`config.mk`:
```
export PLATFORM = sky130hd
export DESIGN_NAME = apple_bus_event_fifo
export DESIGN_NICKNAME = d
export VERILOG_FILES = /design/src/rtl/apple_bus_event_fifo.sv
export SDC_FILE = /design/constraint.sdc
export NUM_CORES = 1
export LEC_CHECK = 0
export ABC_AREA = 1
export CAP_MARGIN = 20
export CORE_AREA = 4 4 193 195
export DETAILED_ROUTE_END_ITERATION = 6
export DIE_AREA = 0 0 197 199
export PLACE_DENSITY = 0.72
export REMOVE_ABC_BUFFERS = 1
export SLEW_MARGIN = 0
export SYNTH_ARGS = -nofsm -noshare
export SYNTH_HDL_FRONTEND = slang
export SYNTH_SLANG_ARGS = --single-unit
```
`constraint.sdc`:
```
create_clock -name clk_logic -period 9.3 [get_ports clk_logic]
set_clock_uncertainty 0.1 [all_clocks]
set_input_delay 1.86 -clock clk_logic [delete_from_list [all_inputs] [get_ports clk_logic]]
set_output_delay 1.86 -clock clk_logic [all_outputs]
set_load 0.01 [all_outputs]
```
`src/rtl/apple_bus_event_fifo.sv`:
```
// Event FIFO for Apple II bus cycles: filters strobed cycles against an address
// window and buffers them for slower consumers behind a registered FWFT head.
module apple_bus_event_fifo #(
  parameter int unsigned DEPTH         = 16,
  parameter logic [15:0] ADDR_MASK     = 16'hFFF0,
  parameter logic [15:0] ADDR_MATCH    = 16'hC080,
  parameter bit          CAPTURE_READS = 1'b0
) (
  input  logic                       clk_logic,
  input  logic                       reset,
  input  logic [15:0]                addr_i,
  input  logic [7:0]                 data_i,
  input  logic                       rw_n_i,
  input  logic                       data_in_strobe_i,
  output logic                       evt_valid_o,
  input  logic                       evt_ready_i,
  output logic [15:0]                evt_addr_o,
  output logic [7:0]                 evt_data_o,
  output logic                       evt_rw_n_o,
  output logic [$clog2(DEPTH):0]     level_o,
  output logic                       overflow_o,
  output logic [7:0]                 drop_count_o,
  input  logic                       overflow_clr_i
);

  localparam int unsigned PW = $clog2(DEPTH);
  localparam int unsigned LW = PW + 1;
  localparam logic [LW-1:0] FULL_LEVEL = LW'(DEPTH);

  typedef struct packed {
    logic [15:0] addr;
    logic [7:0]  data;
    logic        rw_n;
  } evt_t;

  localparam evt_t EVT_RESET = '{addr: 16'h0000, data: 8'h00, rw_n: 1'b1};

  evt_t          mem_q [DEPTH];
  evt_t          head_q, head_d, in_evt;
  logic [PW-1:0] wr_ptr_q, wr_ptr_d, rd_ptr_q, rd_ptr_d;
  logic [LW-1:0] level_q, level_d;
  logic          valid_q, valid_d;
  logic          overflow_q, overflow_d;
  logic [7:0]    drop_cnt_q, drop_cnt_d;
  logic          qual, pop, push, drop, full;

  // NOTE: every signal driven here gets a default first, so no path can leave
  // it unassigned and infer a latch.
  always_comb begin
    in_evt     = '{addr: addr_i, data: data_i, rw_n: rw_n_i};
    qual       = data_in_strobe_i && ((addr_i & ADDR_MASK) == ADDR_MATCH)
                 && (!rw_n_i || CAPTURE_READS);
    pop        = valid_q && evt_ready_i;
    full       = (level_q == FULL_LEVEL);
    push       = qual && (!full || pop);
    drop       = qual && full && !pop;

    wr_ptr_d   = wr_ptr_q + PW'(push);
    rd_ptr_d   = rd_ptr_q + PW'(pop);
    level_d    = level_q + LW'(push) - LW'(pop);
    valid_d    = (level_d != '0);

    // The head register is reloaded only when it is consumed or empty; an
    // entry pushed into an otherwise-empty FIFO bypasses storage.
    head_d     = head_q;
    if (pop || !valid_q) begin
      if (push && ((level_q - LW'(pop)) == '0)) begin
        head_d = in_evt;
      end else if (level_d != '0) begin
        head_d = mem_q[rd_ptr_d];
      end
    end

    overflow_d = overflow_q;
    if (drop) begin
      overflow_d = 1'b1;
    end else if (overflow_clr_i) begin
      overflow_d = 1'b0;
    end

    drop_cnt_d = drop_cnt_q;
    if (overflow_clr_i) begin
      drop_cnt_d = drop ? 8'd1 : 8'd0;
    end else if (drop && (drop_cnt_q != 8'hFF)) begin
      drop_cnt_d = drop_cnt_q + 8'd1;
    end
  end

  // NOTE: state registers use non-blocking assignments so every flop samples
  // the pre-edge values regardless of statement order.
  always_ff @(posedge clk_logic) begin
    if (reset) begin
      wr_ptr_q   <= '0;
      rd_ptr_q   <= '0;
      level_q    <= '0;
      valid_q    <= 1'b0;
      head_q     <= EVT_RESET;
      overflow_q <= 1'b0;
      drop_cnt_q <= 8'h00;
    end else begin
      wr_ptr_q   <= wr_ptr_d;
      rd_ptr_q   <= rd_ptr_d;
      level_q    <= level_d;
      valid_q    <= valid_d;
      head_q     <= head_d;
      overflow_q <= overflow_d;
      drop_cnt_q <= drop_cnt_d;
    end
  end

  // NOTE: storage is deliberately not reset; the pointers and level define
  // which entries are live, so stale contents are never observed.
  always_ff @(posedge clk_logic) begin
    if (!reset && push) begin
      mem_q[wr_ptr_q] <= in_evt;
    end
  end

  assign evt_valid_o  = valid_q;
  assign evt_addr_o   = head_q.addr;
  assign evt_data_o   = head_q.data;
  assign evt_rw_n_o   = head_q.rw_n;
  assign level_o      = level_q;
  assign overflow_o   = overflow_q;
  assign drop_count_o = drop_cnt_q;

endmodule

```
-- After elaboration in Yosys (flattened, before gate mapping)
Memories as Yosys holds them, arrays and structs flattened.
Index checks and enable logic that the tools add are counted.
- register bits after elaboration: 48
- latch bits: 0
- RAM bits: 400
- ROM bits: 0
- memories kept: 1
- $add $sub $neg: 6
- multipliers: 0
- divide/modulo/power cells: 0
- $lt $le $gt $ge: 0
- equal/unequal tests: 3
- shift operators: 0
- multiplexer cells: 9
- bitwise operators: 0
- reductions and logical operators: 22
- memory list (memory ; words ; width ; read ports ; clocked after memory_dff ; write ports ; RTL line ; RTL):
    mem_q ; 16 ; 25 ; 1 ; 0 ; 1 ; 38 ; evt_t mem_q [DEPTH];
- operator list (operator ; number):
    $mux 25 ; 2
    $mux 8 ; 2
    $eq 12x12->1 const B ; 1
    $sub 5x1->5 ; 2
    $logic_and 1x1->1 ; 9
    $add 4x1->4 ; 2
    $add 8x1->8 const B ; 1
    $ne 8x8->1 const B ; 1
    $reduce_bool 2->1 ; 3
    $add 5x1->5 ; 1
    $eq 5x5->1 const B ; 1
    $logic_not 1->1 ; 5
    $logic_not 5->1 ; 1
    $mux 1 ; 5
    $reduce_bool 5->1 ; 1
    $logic_or 1x1->1 ; 2
    $reduce_and 2->1 ; 1

-- Depth between registers and ports, before layout
Gate-level depths: netlist of run 1.
- depth after elaboration: 9
- depth in mapped cells: 22

-- Worst setup path after synthesis of run 1
Ideal clock, no wire load.
- kind: input to register
- start point: in addr_i[7]
- end point: reg head_q, in the netlist evt_addr_o[10]
- arrival time: 4171 ps
- path slack: 4916 ps
- cell stages on the path: 21
- buffers on the path: 1
- cells stage by stage: inv_1 nor2_1 nand2_1 nor2_1 nand2_1 inv_1 nand2_1 ha_1 inv_1 ha_1 fa_1 xnor2_1 nor2_1 nand3_1 nor2_1 nand2_2 nand2_2 buf_2 nand2_1 nand2_1 nor2_1
- longest elaborated chain between the ends: 9
- elaborated cells between the ends (all ways): 11
- classes of those cells: 2 x add/sub; 1 x eq/ne; 1 x mux; 7 x reduce/logical
- ends and longest elaborated chain (what ; RTL line ; RTL):
    start, declared ; 11 ; input logic [15:0] addr_i,
    $eq 12x12->1 * ; 51 ; qual = data_in_strobe_i && ((addr_i & ADDR_MASK) == ADDR_MATCH)
    $logic_and 1x1->1 * ; 51 ;
    $logic_and 1x1->1 * ; 52 ; && (!rw_n_i || CAPTURE_READS);
    $logic_and 1x1->1 * ; 55 ; push = qual && (!full || pop);
    $add 5x1->5 ; 60 ; level_d = level_q + LW'(push) - LW'(pop);
    $sub 5x1->5 ; 60 ;
    $reduce_bool 5->1 ; 69 ; end else if (level_d != '0) begin
    $reduce_bool 2->1 (no source line) ; -- ;
    $reduce_and 2->1 (no source line) ; -- ;
    end signal, assigned ; 97 ; head_q <= EVT_RESET;
    end signal, assigned ; 105 ; head_q <= head_d;
    end, declared ; 39 ; evt_t head_q, head_d, in_evt;
Mark *: on every way between the ends. The rest lies on a longest branch, timed or not.
A chain may end at the register's enable or synchronous reset.

-- Worst setup path in the final report of run 1
- start point: in addr_i[7]
- end point: reg head_q, in the netlist evt_data_o[6]
- longest elaborated chain between the ends: 9
- elaborated cells between the ends (all ways): 11
- classes of those cells: 2 x add/sub; 1 x eq/ne; 1 x mux; 7 x reduce/logical
- ends and longest elaborated chain (what ; RTL line ; RTL):
    $eq 12x12->1 ; 51 ;
    $logic_and 1x1->1 ; 51 ;
    $logic_and 1x1->1 ; 52 ;
    $logic_and 1x1->1 ; 55 ;
    $add 5x1->5 ; 60 ;
    $sub 5x1->5 ; 60 ;
    net level_d[1] ; 41 ; logic [LW-1:0] level_q, level_d;
    $reduce_bool 5->1 ; 69 ;
    $reduce_bool 2->1 (no source line) ; -- ;
    $reduce_and 2->1 (no source line) ; -- ;
The timed path passes the listed nets, and every way through them passes these cells.

==> out/metrics.cfg, run 1 <==
[sta]
hold_viol = 0
fin_crit_ns = 5.503
worst_slew_pin_slew_ns = 1.148
max_slew_margin_pct = 23.28
setup_viol = 0
post-route-period-util_pct = 59.17
maxSlewViolCount = 0
fmax_mhz = 181.7
setup_tns_ns = 0
rsz0062_at_grt = false
fin_ws_ns = 3.798

[synth]
synthAdderAreaFrac_pct = 1.013
synth.distinct_cells = 29
netlist_area_sq_um = 19270
synth_top_family_by_area = simple AND/OR/NAND/NOR gates
synth_compound_area_share_pct = 2.734
ys_top_cells_by_area = edfxtp_1 (62%), nand2_1 (9.6%), nand3_1 (6.6%), dfxtp_1 (5.0%), nor2_1 (4.9%)
synth_mux_area_share_pct = 0
synthesis.instances = 1910
yosysTopAreaCellShare_pct = 62.34
ys_async_sr_fraction_pct = 0
synth_edf_count = 400
yosysSeqAreaShare_pct = 67.32
syn_area_per_cell_sq_um = 10.09
ys_warn_count = 0
ys_seq_elements = 448
yosys.area.top_type = edfxtp_1
synth_xor_area_share_pct = 0.4870
synth-simple-area-share_pct = 21.65
synthFlopType = edfxtp_1

[clocking]
clock-sinks = 448
cts_tree = yes
post_cts_resized = 0
clock_latency_ns = 0.54
root_buffer = clkbuf_16
cts-hold-fix-buffers = 0
cts_setup_buffers = 0
clkTransAtPathRegs_ns = 0.06
clock_path_buffers = 3
cts_buffers = 44
cts_max_level = 2

[power_and_ir_drop]
p_per_area_nw_per_um2 = 246.6
p_leak_nw = 8.721
ir_worst_vdd_mv = 0.1776

[setup_path]
ff2ff_setup_slack_ns = 5.69
r2r_cells = 19
rr_endpoint = evt_data_o[6]$_SDFFE_PP0P_
crit_path_start = addr_i[7]
critPathMaxFanout = 40
cp.arrival_ns = 5.84
end_kind = flop
worst_ep_required_time_ns = 9.64
critPathCapture = evt_data_o[6]$_SDFFE_PP0P_
worstSetupPathType = in -> reg
worstSetupStartpointType = input port
r2r-start = level_o[2]$_SDFF_PP0_

[drt]
drt-pass1-iter-count = 5
num_vias = 13400
drc_errors = 0
postRouteAntennaNets = 0
wl_per_cell_microns = 19.25
routed_wl_microns = 47320
routed_via_density = 5.452
drt_iter0_markers = 1214

[final_layout]
area_growth_pct = 14.31
drive_above_1_share_pct = 6.109
layout_common_cells = nand2_1 (492), edfxtp_1 (400), nand3_1 (255)
fillers = 2762
n_antenna_cell = 0
finalNetCount = 2006
layout_commonest_cell = nand2_1

[global_route]
grt_pass1_wl_microns = 72620
grt_pass1_vias = 13230
overflow = 0
grt_usage_pct = 24.00
grt_max_degree = 93
grt_antenna_before_repair = 0

[die]
boundaryPins = 70
initial_core_util_pct = 54.44
core_area_sq_um = 35400
num_rows = 69
fp.dieW_microns = 197
die_area_sq_um = 39200
die_h_microns = 199

[placement]
io_buffers = 69
dp_hpwl_microns = 25000
gp_congestion = 0.7969
pre_cts_slack_ns = 2.897

[min_path]
min_path_type = reg -> reg

[job]
drv_cap = 0

[outcome]
status = completed

[metal layers]
metal,GRT usage [%],vias up,part of all wire [%]
met4,10.09,0,3.5
li1,-,6365,-
met2,39.87,541,48
met1,32.03,6366,41
met5,0,-,0
met3,3.506,128,7.8
[cell usage after synthesis (all sizes together) (2+ instances only)]
library cell / n
nand2: 497
edfxtp: 400
nand3: 256
nor2: 254
inv: 235
o21ai: 72
buf: 52
dfxtp: 48
clkbuf: 38
a21oi: 18
ha: 14
o211ai: 9
xnor2: 5
nand4: 4
xor2: 4
clkinv: 2
[registers in the layout, summed over array words and instances (netlist names)]
register / count
mem_q: 400
evt_addr_o: 16
drop_count_o: 8
evt_data_o: 8
level_o: 5
rd_ptr_q: 4
wr_ptr_q: 4
evt_rw_n_o: 1
evt_valid_o: 1
overflow_o: 1
[critical path, cell delays in order]
cell and delay (ns):
clkdlybuf4s50_1 0.74, inv_1 0.09, nor2_1 0.23, nand2_1 0.15
nor2_1 0.11, nand2_1 0.14, inv_1 0.08, nand2_1 0.08
ha_1 0.29, inv_1 0.04, ha_1 0.21, fa_1 0.47
inv_1 0.09, nand2_1 0.06, nor2_1 0.17, nand3_1 0.11
nor2_1 0.15, nand2_2 0.06, nand2_2 0.22, buf_12 0.24
nand2_1 0.08, nand2_1 0.07, nor2_1 0.04
[how the worst min path moves through the flow]
stage	slack [ns]	to	from	cells after the start
finish	0.39	overflow_o$_SDFFE_PP0P_	overflow_o$_SDFFE_PP0P_	1
global route	0.41	overflow_o$_SDFFE_PP0P_	overflow_o$_SDFFE_PP0P_	1
CTS	0.40	overflow_o$_SDFFE_PP0P_	overflow_o$_SDFFE_PP0P_	1
detailed placement	0.39	overflow_o$_SDFFE_PP0P_	overflow_o$_SDFFE_PP0P_	1
global placement	0.36	evt_rw_n_o$_SDFFE_PP1P_	evt_rw_n_o$_SDFFE_PP1P_	2
floorplan	0.39	wr_ptr_q[3]$_SDFF_PP0_	wr_ptr_q[3]$_SDFF_PP0_	2
[power by group]
part           switching (mW)  internal [mW]
combinational           0.874          0.468
sequential             0.0604           2.26
clock                   0.722           1.05
total                    1.66           3.77
[kinds of logic after synthesis]
family	Yosys count
and+or+nand+nor	1011
DFF	448
buffers and inverters	327
AOI/OAI and AO/OA	100
adders and majority gates	15
xor gates and xnor gates	9
[final cells by class]
cell class              count  area [sq um]  area share [%]
flip-flops and latches    448         12970           58.90
multi-input cells        1135          5192           23.58
clock buffers              65          1261           5.726
repair buffers             95         943.4           4.283
well taps                 461         576.8           2.619
clock inverters            17         185.2          0.8408
inverters                 237         893.4           4.056
[per-stage QoR]
step	cells	total power [mW]	hold WS, ns	utilization (%)	instance area [sq um]
floorplan	1820	3.257	0.3945	-	18850
global route	2458	5.723	0.4113	62.22	22020
detailed placement	2373	3.681	0.3873	57.95	20510
global placement	2372	3.640	0.3576	57.89	20490
finish	2458	5.431	0.3918	62.22	22020
CTS	2455	5.442	0.4019	62.03	21960
No activity file was read; power rests on OpenSTA's default activity.
==> run 2: changes to the inputs <==
==> constraint.sdc (replaced) <==
create_clock -name clk_logic -period 5.2 [get_ports clk_logic]
set_clock_uncertainty 0.1 [all_clocks]
set_input_delay 1.04 -clock clk_logic [delete_from_list [all_inputs] [get_ports clk_logic]]
set_output_delay 1.04 -clock clk_logic [all_outputs]
set_load 0.01 [all_outputs]
==> run 2 against run 1 <==
Sequential power is 78% higher; critical path depth is 1 lower; largest power group unchanged; core utilization is 0.95 points higher; first-iteration DRC count is 14% higher; cell count is 1.2% higher; combinational power is 81% higher; flip-flop and latch count stayed put; via count is 0.49% higher; non-clock buffer count is 26 higher; highest routed layer unchanged; critical endpoint is now evt_addr_o[12]$_SDFFE_PP0P_; sequential share of layout area is 0.88 points lower.
==> out/metrics.cfg, run 2 (synthesized netlist as in run 1, its figures left out) <==
[clocking]
root_buffer = clkbuf_16
clock_path_buffers = 3  ; unchanged
clkTransAtPathRegs_ns = 0.06  ; about the same
clock-sinks = 448  ; unchanged
cts_tree = yes
cts_setup_buffers = 0  ; unchanged
clock_latency_ns = 0.55  ; about the same
cts-hold-fix-buffers = 0  ; unchanged
cts_buffers = 46  ; +4.5%
post_cts_resized = 0  ; unchanged
cts_max_level = 2  ; unchanged

[final_layout]
area_growth_pct = 16.05
drive_above_1_share_pct = 7.651  ; +1.5 points
final_area_sq_um = 22360  ; +1.5%
layout_commonest_cell = nand2_1
n_antenna_cell = 0  ; unchanged
largest_reg_flops = 400  ; unchanged
fillers = 2783  ; +0.76%
top_register = mem_q
finalNetCount = 2034  ; +1.4%
multi_input_area_sq_um = 5181  ; -0.22%
layout_common_cells = nand2_1 (492), edfxtp_1 (400), nand3_1 (255)
seq_area_sq_um = 12970  ; unchanged

[power_and_ir_drop]
p_per_area_nw_per_um2 = 439.2  ; +78%
switchingPower_mw = 2.976  ; +80%
p_int_mw = 6.844  ; +81%
power_frac_seq_pct = 42.1  ; -0.6 points
p_leak_nw = 8.905  ; +2.1%
p_comb_share_pct = 24.7  ; about the same
power.share.clock_pct = 33.2  ; +0.6 points
ir_worst_vdd_mv = 0.4269  ; +140%
switching_share_pct = 30.31  ; -0.19 points

[setup_path]
path_depth = 22  ; -4.3%
end_kind = flop
path_delay_family = simple AND/OR/NAND/NOR gates
crit_buf_inv = 5  ; -1
r2r-start = level_o[3]$_SDFF_PP0_
worstSetupPathType = in -> reg
crit_slowest_cell = clkdlybuf4s50_1
slowest_delay_ns = 0.48  ; -0.26 ns
crit_path_start = addr_i[7]
r2r_cells = 18  ; -1
worst_ep_required_time_ns = 5.53  ; -4.11 ns
cp.arrival_ns = 4.61  ; -1.23 ns
crit_chain = clkdlybuf4s50_1, inv_1, nor2_1, nand2_1, nor2_1, nand2_1, inv_1, nand2_1, ha_1, inv_1, ha_1, fa_1, xnor2_1, nor2_1, nand3_1, nor2_1, nand2_2, nand2_2, buf_12, nand2_1, nand2_1, nor2_1
critPathMaxFanout = 49  ; +23%
worstSetupStartpointType = input port

[global_route]
overflow = 0  ; unchanged
grt_pass1_vias = 13010  ; -1.7%
grt_usage_pct = 23.71  ; -0.29 points
grt_antenna_before_repair = 0  ; unchanged
grt_max_degree = 211  ; +130%
grt_pass1_wl_microns = 72350  ; -0.36%

[drt]
drc_errors = 0  ; unchanged
postRouteAntennaNets = 0  ; unchanged
routed_via_density = 5.414  ; -0.69%
routed_wl_microns = 46640  ; -1.4%
drt_iter0_markers = 1384  ; +14%
num_vias = 13470  ; +0.49%
drt-pass1-iter-count = 6  ; +1
wl_per_cell_microns = 18.75  ; -2.6%

[outcome]
status = completed

[sta]
fmax_mhz = 233.6
maxSlewViolCount = 0  ; unchanged
max_slew_margin_pct = 34.73  ; +11 points
setup_viol = 0  ; unchanged
setup_tns_ns = 0  ; unchanged
hold_slack_ns = 0.3788  ; -0.01301 ns
post-route-period-util_pct = 82.33
hold_viol = 0  ; unchanged
rsz0062_at_grt = false
fin_crit_ns = 4.281
worst_slew_pin_slew_ns = 0.9791  ; -0.1690 ns

[job]
drv_cap = 0  ; unchanged

[die]
core_area_sq_um = 35400  ; unchanged
die_area_sq_um = 39200  ; unchanged
initial_core_util_pct = 54.44  ; unchanged
fp.dieW_microns = 197  ; unchanged
die_h_microns = 199  ; unchanged
num_rows = 69  ; unchanged
boundaryPins = 70  ; unchanged

[placement]
placed_cell_area_sq_um = 20850  ; +1.7%
io_buffers = 69  ; unchanged
dp_hpwl_microns = 25660  ; +2.6%
gp_congestion = 0.7967  ; about the same

[min_path]
whs_path_depth = 2  ; +1
min_from = evt_rw_n_o$_SDFFE_PP1P_
min_path_type = reg -> reg

[run 2: changes by cell type in the layout (fill, tap and decap cells not counted), sizes merged]
cell	previous run	this run
bufinv	4	3
clkbuf	65	69
clkinvlp	0	2
inv	236	234
buf	26	52
[run 2: power groups by stage]
stage	Clock [mW]	Sequential (mW)	Combinational (mW)
floorplan	0	4.23	1.60
global placement	0	4.20	2.35
detailed placement	0	4.20	2.41
CTS	3.30	4.13	2.43
global route	3.47	4.14	2.74
finish	3.26	4.13	2.43
[run 2: worst register-to-register path, cell delays in order (launching register included)]
cell and delay, ns:
dfxtp_1 0.41, inv_1 0.12, ha_1 0.22, nand4_1 0.19
nand2_1 0.14, ha_1 0.30, inv_1 0.04, ha_1 0.20
fa_1 0.44, xnor2_1 0.18, nor2_1 0.14, nand3_1 0.09
nor2_1 0.16, nand2_2 0.07, nand2_2 0.08, buf_12 0.25
nand2_1 0.11, nand2_1 0.07, nor2_1 0.06
[run 2: layout make-up]
| type | instances | area share (%) |
|---|---|---|
| inverters | 237 | 3.995 |
| repair buffers | 121 | 5.484 |
| clock inverters | 16 | 0.7106 |
| flip-flops and latches | 448 | 58.02 |
| multi-input cells | 1135 | 23.17 |
| well taps | 461 | 2.580 |
| clock buffers | 69 | 6.043 |
[run 2: layer usage]
metal | routed length (microns) | GRT usage, % | part of all wire, % | vias up
met2 | 22550 | 39.71 | 48 | 554
met5 | 0 | 0 | 0 | -
li1 | - | - | - | 6421
met3 | 3588 | 3.337 | 7.7 | 122
met4 | 1594 | 8.552 | 3.4 | 0
met1 | 18900 | 32.04 | 41 | 6368
[run 2: stage by stage]
step,util [%],std cells,power (mW),worst slack [ns]
final,63.17,2487,9.820,0.9187
after global routing,63.17,2487,10.35,0.6310
after CTS,63.17,2487,9.862,0.9237
after detailed placement,58.90,2402,6.613,0.3680
after global placement,58.83,2401,6.556,0.4848
after floorplan,-,1820,5.825,-2.873
[run 2: worst paths after layout]
check / endpoint / slack (ns)
setup / recovery: evt_addr_o[12]$_SDFFE_PP0P_ / 0.92
hold / removal: evt_rw_n_o$_SDFFE_PP1P_ / 0.38
setup reg to reg: evt_addr_o[12]$_SDFFE_PP0P_ / 1.75
hold reg to reg: evt_rw_n_o$_SDFFE_PP1P_ / 0.38
